`src/rtl/ro_pkg.sv`:
```
// Shared types and stream-format constants for the readout channel arbiter.
// The header word carries a magic nibble, the granted channel and the burst length.
package ro_pkg;

  localparam int STREAM_W      = 32;
  localparam int LEN_W         = 16;
  localparam int HDR_MAGIC_LSB = 28;
  localparam int HDR_CH_LSB    = 24;
  localparam int HDR_LEN_LSB   = 0;

  localparam logic [3:0] HDR_MAGIC = 4'hA;

  typedef enum logic [1:0] {
    ST_IDLE = 2'd0,
    ST_HDR  = 2'd1,
    ST_DATA = 2'd2
  } ro_state_t;

  function automatic logic [STREAM_W-1:0] make_header(input logic [3:0]       ch,
                                                      input logic [LEN_W-1:0] len);
    logic [STREAM_W-1:0] h;
    h = '0;
    h[HDR_MAGIC_LSB +: 4]     = HDR_MAGIC;
    h[HDR_CH_LSB +: 4]        = ch;
    h[HDR_LEN_LSB +: LEN_W]   = len;
    return h;
  endfunction

endpackage

```
`src/rtl/rr_arbiter.sv`:
```
// Combinational rotating-priority picker: the search starts one past last_grant
// and wraps, so the most recently served requester has the lowest priority.
module rr_arbiter #(
  parameter  int N  = 4,
  localparam int IW = (N > 1) ? $clog2(N) : 1
) (
  input  logic [N-1:0]  req,
  input  logic [IW-1:0] last_grant,
  output logic [IW-1:0] grant,
  output logic          any_req
);

  int            idx;
  logic [IW-1:0] sel;

  always_comb begin
    grant   = '0;
    any_req = 1'b0;
    idx     = 0;
    sel     = '0;
    for (int k = 1; k <= N; k++) begin
      idx = int'(last_grant) + k;
      if (idx >= N) idx = idx - N;
      sel = IW'(idx);
      if (!any_req && req[sel]) begin
        any_req = 1'b1;
        grant   = sel;
      end
    end
  end

endmodule

```
`src/rtl/ro_channel_arbiter.sv`:
```
// Round-robin readout scheduler: grants one non-empty channel FIFO at a time and
// streams a header word followed by a bounded burst of that channel's samples.
module ro_channel_arbiter
  import ro_pkg::*;
#(
  parameter int NCH      = 4,
  parameter int DW       = 16,
  parameter int CNTW     = 10,
  parameter int MAXBURST = 64
) (
  input  logic                clk,
  input  logic                rst_n,
  input  logic                enable,
  input  logic [NCH-1:0]      ch_empty,
  input  logic [NCH*CNTW-1:0] ch_count,
  input  logic [NCH*DW-1:0]   ch_data,
  output logic [NCH-1:0]      ch_rd_en,
  output logic [31:0]         out_data,
  output logic                out_valid,
  input  logic                out_ready,
  output logic                out_sof,
  output logic                out_eof,
  output logic                busy,
  output logic [3:0]          grant_ch,
  output logic [1:0]          dbg_state
);

  // Stream handshake: a word moves when out_valid && out_ready at a rising edge.
  // While out_ready is low the presented word and its flags are held and nothing pops.

  localparam int IW = (NCH > 1) ? $clog2(NCH) : 1;
  localparam logic [LEN_W-1:0] LEN_ONE = LEN_W'(1);
  localparam logic [IW-1:0]    LAST_RST = IW'(NCH - 1);

  ro_state_t         state, state_nxt;
  logic [IW-1:0]     g, g_nxt;
  logic [IW-1:0]     last_grant, last_nxt;
  logic [LEN_W-1:0]  len, len_nxt;
  logic [LEN_W-1:0]  rem, rem_nxt;

  logic [NCH-1:0]    elig;
  logic [IW-1:0]     win;
  logic              any_req;
  logic [31:0]       win_cnt;
  logic [LEN_W-1:0]  burst_len;
  logic              g_empty;
  logic [DW-1:0]     g_data;
  logic              xfer;

  // A channel whose count still reads zero is skipped even if its empty flag dropped.
  always_comb begin
    elig = '0;
    for (int i = 0; i < NCH; i++) begin
      elig[i] = !ch_empty[i] && (ch_count[i*CNTW +: CNTW] != '0);
    end
  end

  rr_arbiter #(.N(NCH)) u_rr_arbiter (
    .req        (elig),
    .last_grant (last_grant),
    .grant      (win),
    .any_req    (any_req)
  );

  always_comb begin
    win_cnt   = 32'(ch_count[int'(win)*CNTW +: CNTW]);
    burst_len = (win_cnt > 32'(MAXBURST)) ? LEN_W'(MAXBURST) : LEN_W'(win_cnt);
  end

  assign g_empty = ch_empty[g];
  assign g_data  = ch_data[int'(g)*DW +: DW];
  assign xfer    = (state == ST_DATA) && !g_empty && out_ready;

  always_ff @(posedge clk or negedge rst_n) begin
    if (!rst_n) begin
      state      <= ST_IDLE;
      g          <= '0;
      last_grant <= LAST_RST;
      len        <= '0;
      rem        <= '0;
    end else begin
      state      <= state_nxt;
      g          <= g_nxt;
      last_grant <= last_nxt;
      len        <= len_nxt;
      rem        <= rem_nxt;
    end
  end

  always_comb begin
    state_nxt = state;
    g_nxt     = g;
    last_nxt  = last_grant;
    len_nxt   = len;
    rem_nxt   = rem;
    unique case (state)
      ST_IDLE: begin
        if (enable && any_req) begin
          g_nxt     = win;
          len_nxt   = burst_len;
          rem_nxt   = burst_len;
          state_nxt = ST_HDR;
        end
      end
      ST_HDR: begin
        if (out_ready) state_nxt = ST_DATA;
      end
      ST_DATA: begin
        if (xfer) begin
          rem_nxt = rem - LEN_ONE;
          if (rem == LEN_ONE) begin
            last_nxt  = g;
            state_nxt = ST_IDLE;
          end
        end
      end
      default: state_nxt = ST_IDLE;
    endcase
  end

  always_comb begin
    out_valid = 1'b0;
    out_sof   = 1'b0;
    out_eof   = 1'b0;
    out_data  = '0;
    ch_rd_en  = '0;
    unique case (state)
      ST_HDR: begin
        out_valid = 1'b1;
        out_sof   = 1'b1;
        out_data  = make_header(4'(g), len);
      end
      ST_DATA: begin
        out_valid = !g_empty;
        out_eof   = (rem == LEN_ONE);
        out_data  = STREAM_W'(g_data);
        if (xfer) ch_rd_en[g] = 1'b1;
      end
      default: ;
    endcase
  end

  assign busy      = (state != ST_IDLE);
  assign grant_ch  = 4'(g);
  assign dbg_state = state;

endmodule

```
`config.mk`:
```
export PLATFORM = sky130hd
export DESIGN_NAME = ro_channel_arbiter
export DESIGN_NICKNAME = d
export VERILOG_FILES = /design/src/rtl/ro_pkg.sv /design/src/rtl/rr_arbiter.sv /design/src/rtl/ro_channel_arbiter.sv
export SDC_FILE = /design/constraint.sdc
export NUM_CORES = 1
export LEC_CHECK = 0
export ABC_AREA = 1
export CORE_UTILIZATION = 42
export CTS_CLUSTER_DIAMETER = 150
export DETAILED_ROUTE_END_ITERATION = 8
export GPL_TIMING_DRIVEN = 0
export PLACE_DENSITY_LB_ADDON = 0.25
export SLEW_MARGIN = 0
export SYNTH_ARGS = -nofsm -noshare
export SYNTH_HDL_FRONTEND = slang
export SYNTH_SLANG_ARGS = --single-unit
```
`constraint.sdc`:
```
create_clock -name clk -period 2.9 [get_ports clk]
set_input_delay 0.87 -clock clk [delete_from_list [all_inputs] [get_ports clk]]
set_output_delay 0.87 -clock clk [all_outputs]
set_load 0.01 [all_outputs]
```
# Word-level counts from Yosys, hierarchy flattened
# Cells that the tools add are included.
# totals
reg_bits,38
input_bits,112
output_inout_bits,46
elab_cells,104
# classes
add_sub_neg,9
n_mul,1
n_lt_le_gt_ge,11
n_eq_ne,7
n_shift,2
n_mux,39
reduce_logical,30
# ops
cell,count
case mux 32 bit (2 select lines),1
indexed part select 64 x 7 -> 16 bit,1
nonzero test 10 bit,4
indexed part select 40 x 7 -> 10 bit,1
2-to-1 mux 16 bit,2
case mux 16 bit (2 select lines),1
2-to-1 mux 2 bit,12
"== test 16 x 1 -> 1 bit, second input constant",1
"subtractor 16 x 1 -> 16 bit, second input constant",1
"less-than comparator 2 x 3 -> 1 bit, second input constant",5
2-to-1 mux 1 bit,12
logical AND 1 bit,11
binary-select mux 1 bit (select 2 bit),5
"> comparator 10 x 7 -> 1 bit, second input constant",1
2-to-1 mux 10 bit,1
">= comparator 3 bit, second input constant",3
logical NOT 1 bit,8
2-to-1 mux 4 bit,2
"subtractor 2 x 1 -> 2 bit, second input constant",4
"adder 2 x 2 -> 3 bit, second input constant",2
"inequality test 2 bit, second input constant",3
case mux 2 bit (3 select lines),1
AND reduction 3 bit,2
"multiplier 2 x 3 -> 5 bit, second input constant",1
other kinds (13),14

# Longest topological paths before layout
# Gate-level depths: netlist of the first run.
# logic_depth
ltp_word,21
mapped_depth,24
depth_no_buf,23

# By module
# From an unflattened synthesis of the first run, not the netlist that was laid out.
# unflattened
cells_unflattened,523
area_unflattened_um2,3270.6
# modules_own_cells
module,instances,cells_each,area_each_um2,seq_area_each_um2
ro_channel_arbiter,1,471,2999.1,803.3
rr_arbiter,1,52,271.5,0.0

# Worst setup path before layout of the first run
# No wires, ideal clock.
# synth_path
path_kind,input port to flip-flop
startpoint,in ch_count[29]
endpoint,reg rem[2]
setup_ns,0.117
arrival_ns,2.594
required_ns,2.783
setup_slack_ns,0.190
cell_stages,19
path_buffers,1
cell_sequence,or2_1 nor2_2 nand2_2 nand3_2 nand3_2 nand2_4 nand2_1 nor2_1 nand2_1 nand2_2 buf_6 o21ai_1 o21bai_1 nand3_1 nand2_4 nand2_2 nand2_1 nand2_1 nand2_1
# synth_between
elab_chain_cells,20
elab_cells_between_ends,33
classes_between,mul: 1; order compare: 1; eq/ne: 1; shift: 1; mux: 19; reduce/logical: 10
# synth_rtl
element,line,rtl
from (decl),ro_channel_arbiter.sv:15,"input logic [NCH*CNTW-1:0] ch_count,"
nonzero test 10 bit,ro_channel_arbiter.sv:54,elig[i] = !ch_empty[i] && (ch_count[i*CNTW +: CNTW] != '0);
logical AND 1 bit,ro_channel_arbiter.sv:54,
binary-select mux 1 bit (select 2 bit),rr_arbiter.sv:25,if (!any_req && req[sel]) begin
2-to-1 mux 1 bit (implied by the code),rr_arbiter.sv:25,
2-to-1 mux 1 bit,rr_arbiter.sv:25,
logical NOT 1 bit,rr_arbiter.sv:25,
logical AND 1 bit,rr_arbiter.sv:25,
2-to-1 mux 1 bit,rr_arbiter.sv:25,
[... 4 more ...],--,
logical AND 1 bit,rr_arbiter.sv:25,
2-to-1 mux 2 bit,rr_arbiter.sv:25,
multiplier 2 x 3 -> 5 bit,ro_channel_arbiter.sv:66,win_cnt = 32'(ch_count[int'(win)*CNTW +: CNTW]);
indexed part select 40 x 7 -> 10 bit,ro_channel_arbiter.sv:66,
> comparator 10 x 7 -> 1 bit,ro_channel_arbiter.sv:67,burst_len = (win_cnt > 32'(MAXBURST)) ? LEN_W'(MAXBURST) : LEN_W'(win_cnt);
2-to-1 mux 10 bit,ro_channel_arbiter.sv:67,
2-to-1 mux 16 bit,ro_channel_arbiter.sv:98,if (enable && any_req) begin
case mux 16 bit (2 select lines),ro_channel_arbiter.sv:96,unique case (state)
to (signal assigned),ro_channel_arbiter.sv:86,rem <= rem_nxt;
to (decl),ro_channel_arbiter.sv:39,"logic [LEN_W-1:0] rem, rem_nxt;"
# Parallel ways exist; a longest one is shown, timed or not. The select of a mux whose other input is x is not followed.
# A chain may end at the register's enable or synchronous reset.

# Worst setup path after layout of the first run
# layout_path
startpoint,in ch_count[17]
endpoint,reg rem[1]
# Same word-level chain as after synthesis.

==> results by group, run 1 <==
Timing
  – RSZ-0062 raised after global routing: true
  – Slew Viols, Final: 0
  – Final worst setup slack: -0.0522 ns
  – Rel. slew slack: a little over half
  – Final hold slack: 0.479 ns
  – Final Hold Viols: 0
  – Final Skew: 0.00523 ns
  – Fmax: roughly 340 MHz
  – Worst Max-Slew Pin Slew: 0.712 ns
  – Tcrit/Tclk final: 102%
  – Tmin final: 2.95 ns
  – Setup_tns: -0.258 ns
  – Final setup vio count: 8

Power and ir drop
  – Power, Total: just over 4 mW
  – Leakage: 2.71 nW
  – Worst vdd ir: ~600 uV
  – PwrDens: 749 mW/mm^2

Placed design
  – Post-DP HPWL: ~9100 um
  – Placement-stage worst setup slack: -0.787 ns
  – Buffers on Ports: around 140
  – Cell count after placement: between 700 and 800
  – DP Area: 0.00486 sq mm
  – Routability cong.: 0.888

Floorplanning
  – Core area: 0.00737 sq mm
  – Chip Height: 90.1 um
  – Die area: slightly above 0.008 sq mm
  – FP Rows: 31
  – Initial core utilization: 44.2%
  – IO Pins: between 150 and 200
  – Die X: roughly 90 um

Synthesis
  – Ys async rst share: 100%
  – FF+latch count, synth: 32
  – EDFF count, synth: 0
  – Netlist Area Pre-Place: about 0.0033 sq mm
  – Top_reg_cell synth: dfrtp_1
  – Synth cell types: 44
  – Post-synthesis sequential area ratio: 24.7%
  – Mean Syn Cell Area: 6.28 sq um
  – YS warnings: 0
  – Cells after Synth: 519

CTS
  – Worst skew pair latency: 0.29 ns
  – Cts bufs inserted: 5
  – Clock slew at reported path FFs: 0.07 ns
  – Clock Tree Root: clkbuf_8
  – TritonCTS clock tree: built
  – Maximum root-to-sink buffer count: 2
  – CTS H-tree lvls: 2
  – CTS Sinks: 32

Critical path
  – Crit path launch type: input pin
  – CP Capture Type: register
  – Reg-to-reg slack, setup: 0.13 ns
  – Crit Path Max Fanout: 6
  – CP arrival: 3.18 ns
  – WS Path Type: in -> reg
  – Worst Path Required: 3.13 ns

Layout
  – Cell Count, Final, Fillers Out: around 810
  – N_diodes: 0
  – Share of layout cells above drive strength 1: 36.6%
  – Area grow syn2layout: 70.5%
  – Post-layout util: 75.3%
  – Final instance area: 0.00555 sq mm
  – Final #Nets: 831

Route
  – Final wirelength: about 13000 um
  – Wire length per cell after detailed routing: 15.9 um
  – Vias per cell: 5.32
  – Vias: 4327
  – # DRC: 0
  – Pre-antenna DRT Iters: 5
  – Drt initial violations: approximately 250
  – Post-route antenna net violation count: 0

Status
  – Status: finished, violations left
  – Failing checks: negative setup slack

Worst hold path
  – Worst hold path class: reg -> reg

Global routing
  – GRT overflow: 0
  – Number of global-route vias before repair: 4104
  – Number of antenna violations at the first check in global routing: 0
  – Largest net degree at the start of global routing: 33
  – GR Util All Layers: 30.0%
  – First-pass GRT wire length: 19800 um

Flow run
  – Max cap viols: 0
-- layout make-up --
cell class | count | area, sq um
inverters | 48 | 186
fillers | 535 | 1820
plain buffers | 35 | 282
clock inverters | 2 | 35.0
repair buffers | 175 | 1460
well taps | 99 | 124
multi-input cells | 417 | 2590
clock buffers | 6 | 72.6
flip-flops and latches | 32 | 807
-- power by group --
group,internal [mW],switching [mW],leakage [nW]
registers,0.591,0.131,0.416
clock network,0.255,0.169,0.0552
logic,1.26,1.75,2.24
-- routing by layer --
metal,vias to the layer above,global-route usage (%),part of all wire [%]
met5,-,0,0
met4,0,9.41,3.4
met3,41,6.26,6.6
met2,212,54.5,51
met1,1997,35.1,39
li1,2077,-,-
-- placed cells by master (no fill, tap or decap), types with 12 or more instances in the layout --
cell,count
nand2_1,116
clkdlybuf4s50_1,75
buf_4,46
nor2_1,45
nand3_1,39
nand2_2,37
inv_1,36
dfrtp_1,27
clkbuf_2,26
buf_2,22
o21ai_1,14
conb_1,14
buf_6,12
nand2_4,12
-- synth_stat cells, types with 2 or more instances --
cell type,instances,area (sq um)
a21oi_1,19,95.1
a221oi_1,10,87.6
a22oi_1,6,45.0
a31oi_1,10,62.6
and2_1,3,18.8
buf_2,4,20.0
buf_4,17,128
buf_6,2,22.5
clkbuf_1,11,41.3
dfrtp_1,30,751
dfstp_2,2,52.6
ha_1,5,62.6
inv_1,43,161
inv_2,4,15.0
nand2_1,149,559
nand2_2,13,81.3
nand2_4,3,33.8
nand3_1,51,255
nand3_2,9,90.1
nand4_1,4,25.0
nor2_1,56,210
nor3_1,6,30.0
nor3b_1,2,15.0
o21a_1,3,22.5
o21ai_0,22,110
o21ai_1,8,40.0
o21bai_1,2,15.0
or2_1,2,12.5
or2_2,5,31.3
xor2_1,4,35.0
-- sequential cells by signal, indices dropped and copies added (netlist names) --
register    count
g               2
rem            16
last_grant      2
dbg_state       2
len            10
-- worst max-delay path, cell delays in order --
cell and delay (ns):
clkdlybuf4s15_1 0.20, nor2_1 0.11, and2_4 0.16, nand2_4 0.07, nand3_2 0.09, nand3_2 0.12, nand2_4 0.15, nand2_1 0.06
nor2_1 0.12, nand2_2 0.11, nand2_4 0.11, buf_6 0.13, nand3_1 0.11, nand2_2 0.09, nand2_1 0.07, nor2_1 0.10
nand2_1 0.09, nand2_4 0.15, nand2_2 0.09, nand2_2 0.06, nand2_1 0.05, nand2_1 0.05
-- timing repair --
item | 4_1_cts | 5_1_grt
buffers inserted | 21 | 9
hold buffers | 0 | 0
endpoints found under the setup margin | 50 | 40
pin swaps | 80 | 78
endpoints found under the hold margin | 0 | 0
gates cloned | 2 | 0
resized for setup | 250 | 123
-- path summary, 6_finish.rpt --
path,cells after the start,endpoint,startpoint
worst max-delay path,22,rem[1]$_DFFE_PN0P_,ch_count[17]
worst min-delay path,2,len[7]$_DFFE_PN0P_,len[7]$_DFFE_PN0P_
worst max register to register,20,rem[1]$_DFFE_PN0P_,last_grant[0]$_DFFE_PN1P_
worst min register to register,2,len[7]$_DFFE_PN0P_,len[7]$_DFFE_PN0P_
max in group asynchronous,1,dbg_state[0]$_DFFE_PN0P_,rst_n
min in group asynchronous,1,rem[11]$_DFFE_PN0P_,rst_n
-- logic make-up after synthesis --
family,after synthesis,synth area share (%)
AOI/OAI and AO/OA,84,15.8
buffers and inverters,83,12.1
xor gates and xnor gates,5,1.92
and+or+nand+nor,309,43.5
DFF,32,24.7
adders and majority gates,5,1.92
other,1,0.115
Power figures use the tool's default switching activity.
==> run 2, diff against run 1 <==
CTS_CLUSTER_DIAMETER = default   (was 150)
==> results of run 2 <==
Same layout as run 1: the final DEF is identical, and so are final timing and power.
==> run 3, diff against run 2 <==
clock period = 2.73 ns   (was 2.9 ns; I/O delays follow)
==> run 3 against run 2 <==
Effect of this change:
- the run still ends with negative setup slack left
- sequential cell count unchanged
- global-route usage increased by 0.86 points
- sequential power increased by 6.2%
- final cell count increased by 0.74%
- final area increased by 4.2%
- critical endpoint is now rem[4]$_DFFE_PN0P_
- highest routed layer unchanged
==> results by group, run 3 (synthesis gave the netlist of run 1 again) <==
Route
  – # DRC: 0 (unchanged)
  – Vias per cell: 5.32 (+0.14%)
  – Pre-antenna DRT Iters: 5 (unchanged)
  – Drt initial violations: 213 (-16%)
  – Final wirelength: 13500 um (+4.5%)
  – Vias: 4365 (+0.88%)
  – Wire length per cell after detailed routing: 16.5 um (+3.7%)
  – Post-route antenna net violation count: 0 (unchanged)

Layout
  – Regs by FF count: rem x16, len x10
  – Top reg by flops: rem
  – Commonest non-fill, non-tap cells in the layout: nand2_1, clkdlybuf4s50_1, buf_4
  – Area grow syn2layout: 77.6%
  – Cell Count, Final, Fillers Out: 820 (+0.74%)
  – Max reg flops: 16 (unchanged)
  – Final #Nets: 837 (+0.72%)
  – N_diodes: 0 (unchanged)
  – Commonest non-fill, non-tap cell in the layout: nand2_1
  – Share of layout cells above drive strength 1: 39.5% (+2.9 points)

CTS
  – Cts bufs inserted: 5 (unchanged)
  – Clock slew at reported path FFs: 0.07 ns (about the same)
  – Hold-fix buffers at CTS: 0 (unchanged)
  – Clock Tree Root: clkbuf_8
  – Worst skew pair latency: 0.29 ns (about the same)
  – CTS H-tree lvls: 2 (unchanged)
  – TritonCTS clock tree: built
  – Maximum root-to-sink buffer count: 2 (unchanged)
  – CTS Sinks: 32 (unchanged)

Timing
  – Final Hold Viols: 0 (unchanged)
  – RSZ-0062 raised after global routing: true
  – Tcrit/Tclk final: 108%
  – Final setup vio count: 12 (+4)
  – Slew Viols, Final: 0 (unchanged)
  – Worst Max-Slew Pin Slew: 0.713 ns (+0.000946 ns)
  – Final Skew: 0.00519 ns (-0.0000425 ns)
  – Rel. slew slack: 52.5% (-0.063 points)
  – Final worst setup slack: -0.211 ns (-0.159 ns)
  – Tmin final: 2.94 ns
  – Fmax: 340 MHz

Critical path
  – Buf/Inv on CP: 2 (unchanged)
  – Worst Path Required: 2.96 ns (-0.17 ns)
  – Worst r2r dst: rem[4]$_DFFE_PN0P_
  – CP arrival: 3.17 ns (about the same)
  – Worst-path cell chain: buf_2 -> nor2_1 -> nand2_1 -> nor2_4 -> nand2_2 -> nand3_2 -> nand3_2 -> nand2_4 -> nand4_1 -> nand2_2 -> nand2_4 -> buf_6 -> nand2_1 -> nand2_1 -> nand2_1 -> nand2_2 -> nor2_1 -> nand2_1 -> nand2_4 -> nand2_2 -> nand2_1 -> nand2_1 -> nand2_1
  – WS Path Type: in -> reg
  – Crit Path Max Fanout: 7 (+1)
  – Slowest stage cell, crit path: nand2_4
  – CP Capture Type: register
  – Crit path launch type: input pin
  – Reg-to-reg slack, setup: -0.09 ns (-0.22 ns)
  – Most frequent CP cell: nand2_1
  – Slowest stage delay, CP: 0.17 ns (-0.03 ns)
  – CP top delay family: simple AND/OR/NAND/NOR gates
  – R2R depth: 20 (unchanged)
  – Worst flop-to-flop path startpoint: last_grant[0]$_DFFE_PN1P_

Floorplanning
  – Die X: 90.1 um (unchanged)
  – FP Rows: 31 (unchanged)
  – Die area: 0.00811 sq mm (unchanged)
  – Chip Height: 90.1 um (unchanged)
  – Core area: 0.00737 sq mm (unchanged)
  – Initial core utilization: 44.2% (unchanged)
  – IO Pins: 158 (unchanged)

Worst hold path
  – Hold Path End: len[7]$_DFFE_PN0P_
  – Worst hold path class: reg -> reg
  – Min-delay src: len[7]$_DFFE_PN0P_
  – WHS Path Cells: 2 (unchanged)

Power and ir drop
  – PwrDens: 819 mW/mm^2 (+9.3%)
  – Clock Power Share: 9.5% (-0.7 points)
  – Sequential Power Share: 16.2% (-1.2 points)
  – Comb pwr share: 74.3% (+1.9 points)
  – Psw: 2.32 mW (+13%)
  – Worst vdd ir: 644 uV (+6.1%)
  – Leakage: 2.89 nW (+6.6%)
  – Pint: 2.42 mW (+14%)
  – Sw Ratio: 49.0% (-0.27 points)

Placed design
  – Post-DP HPWL: 9120 um (unchanged)
  – Buffers on Ports: 143 (unchanged)
  – Placement-stage worst setup slack: -0.855 ns (-0.0680 ns)
  – Routability cong.: 0.888 (unchanged)
  – Cell count after placement: 774 (unchanged)

Global routing
  – Number of antenna violations at the first check in global routing: 0 (unchanged)
  – GRT overflow: 0 (unchanged)
  – Largest net degree at the start of global routing: 33 (unchanged)
  – GR Util All Layers: 30.9% (+0.86 points)
  – First-pass GRT wire length: 20300 um (+2.6%)
  – Number of global-route vias before repair: 4196 (+2.2%)

Status
  – Failing checks: negative setup slack
  – Status: finished, violations left

Flow run
  – Max cap viols: 0 (unchanged)
==> run 3: worst reg2reg max path, stage by stage (launching register included) <==
cell     delay [ns]
dfstp_2        0.52
buf_4          0.23
inv_2          0.16
nand3_2        0.13
nand3_2        0.11
nand2_4        0.13
nand4_1        0.14
nand2_2        0.13
nand2_4        0.10
buf_6          0.13
nand2_1        0.08
nand2_1        0.09
nand2_1        0.09
nand2_2        0.06
nor2_1         0.11
nand2_1        0.11
nand2_4        0.17
nand2_2        0.09
nand2_1        0.08
nand2_1        0.06
nand2_1        0.06
==> run 3: through the flow <==
step                instance area, sq um  total power [mW]  setup TNS, ns  util, %  hold WS (ns)
global route                        5780              5.06          -3.55     78.5         0.506
finish                              5780              4.73          -1.87     78.5         0.476
detailed placement                  4860              3.24         -28.74     66.0         0.459
CTS                                 5410              4.23         -0.270     73.4         0.477
global placement                    4860              3.17         -26.42     66.0         0.453
floorplan                           3310              2.34              0        -         0.437
==> run 3: worst max path at each step <==
stage                             from                  to  slack [ns]  cells after the start
final                      ch_count[0]  rem[4]$_DFFE_PN0P_       -0.21                     23
after floorplan           ch_count[29]  rem[2]$_DFFE_PN0P_        0.07                     19
after global placement     ch_empty[2]         ch_rd_en[0]       -0.83                      7
after global routing       ch_count[6]  rem[4]$_DFFE_PN0P_       -0.34                     22
after CTS                 ch_count[18]  rem[1]$_DFFE_PN0P_       -0.06                     22
after detailed placement   ch_empty[2]         ch_rd_en[0]       -0.85                      7
==> run 3: power by group through the flow <==
stage               Combinational [mW]  Clock, mW  Sequential, mW
floorplan                         1.60          0           0.739
global placement                  2.42          0           0.752
detailed placement                2.48          0           0.758
CTS                               3.01      0.458           0.767
global route                      3.79      0.478           0.784
finish                            3.52      0.452           0.767
==> run 3: area by class of cell <==
cell class	count	area, sq um
tap	99	124
inverter	48	189
clock buffer	6	72.6
fill	485	1590
multi-input combinational	417	2700
timing repair buffer	182	1560
clock inverter	2	35.0
sequential	32	807
buffer	34	299
==> run 3: layer usage <==
layer	wire (um)	part of all wire [%]	GRT usage, %	vias up
li1	-	-	-	2087
met1	5100	38	35.5	2030
met2	7080	52	56.4	206
met3	925	6.8	6.68	42
met4	401	3.0	10.1	0
met5	0	0	0	-
==> run 3: repair_timing <==
| action | in CTS | in global routing |
|---|---|---|
| gates resized for setup | 342 | 102 |
| buffers inserted | 25 | 12 |
| endpoints found under the setup margin | 50 | 47 |
| cloned | 2 | 0 |
| pin swaps | 85 | 83 |
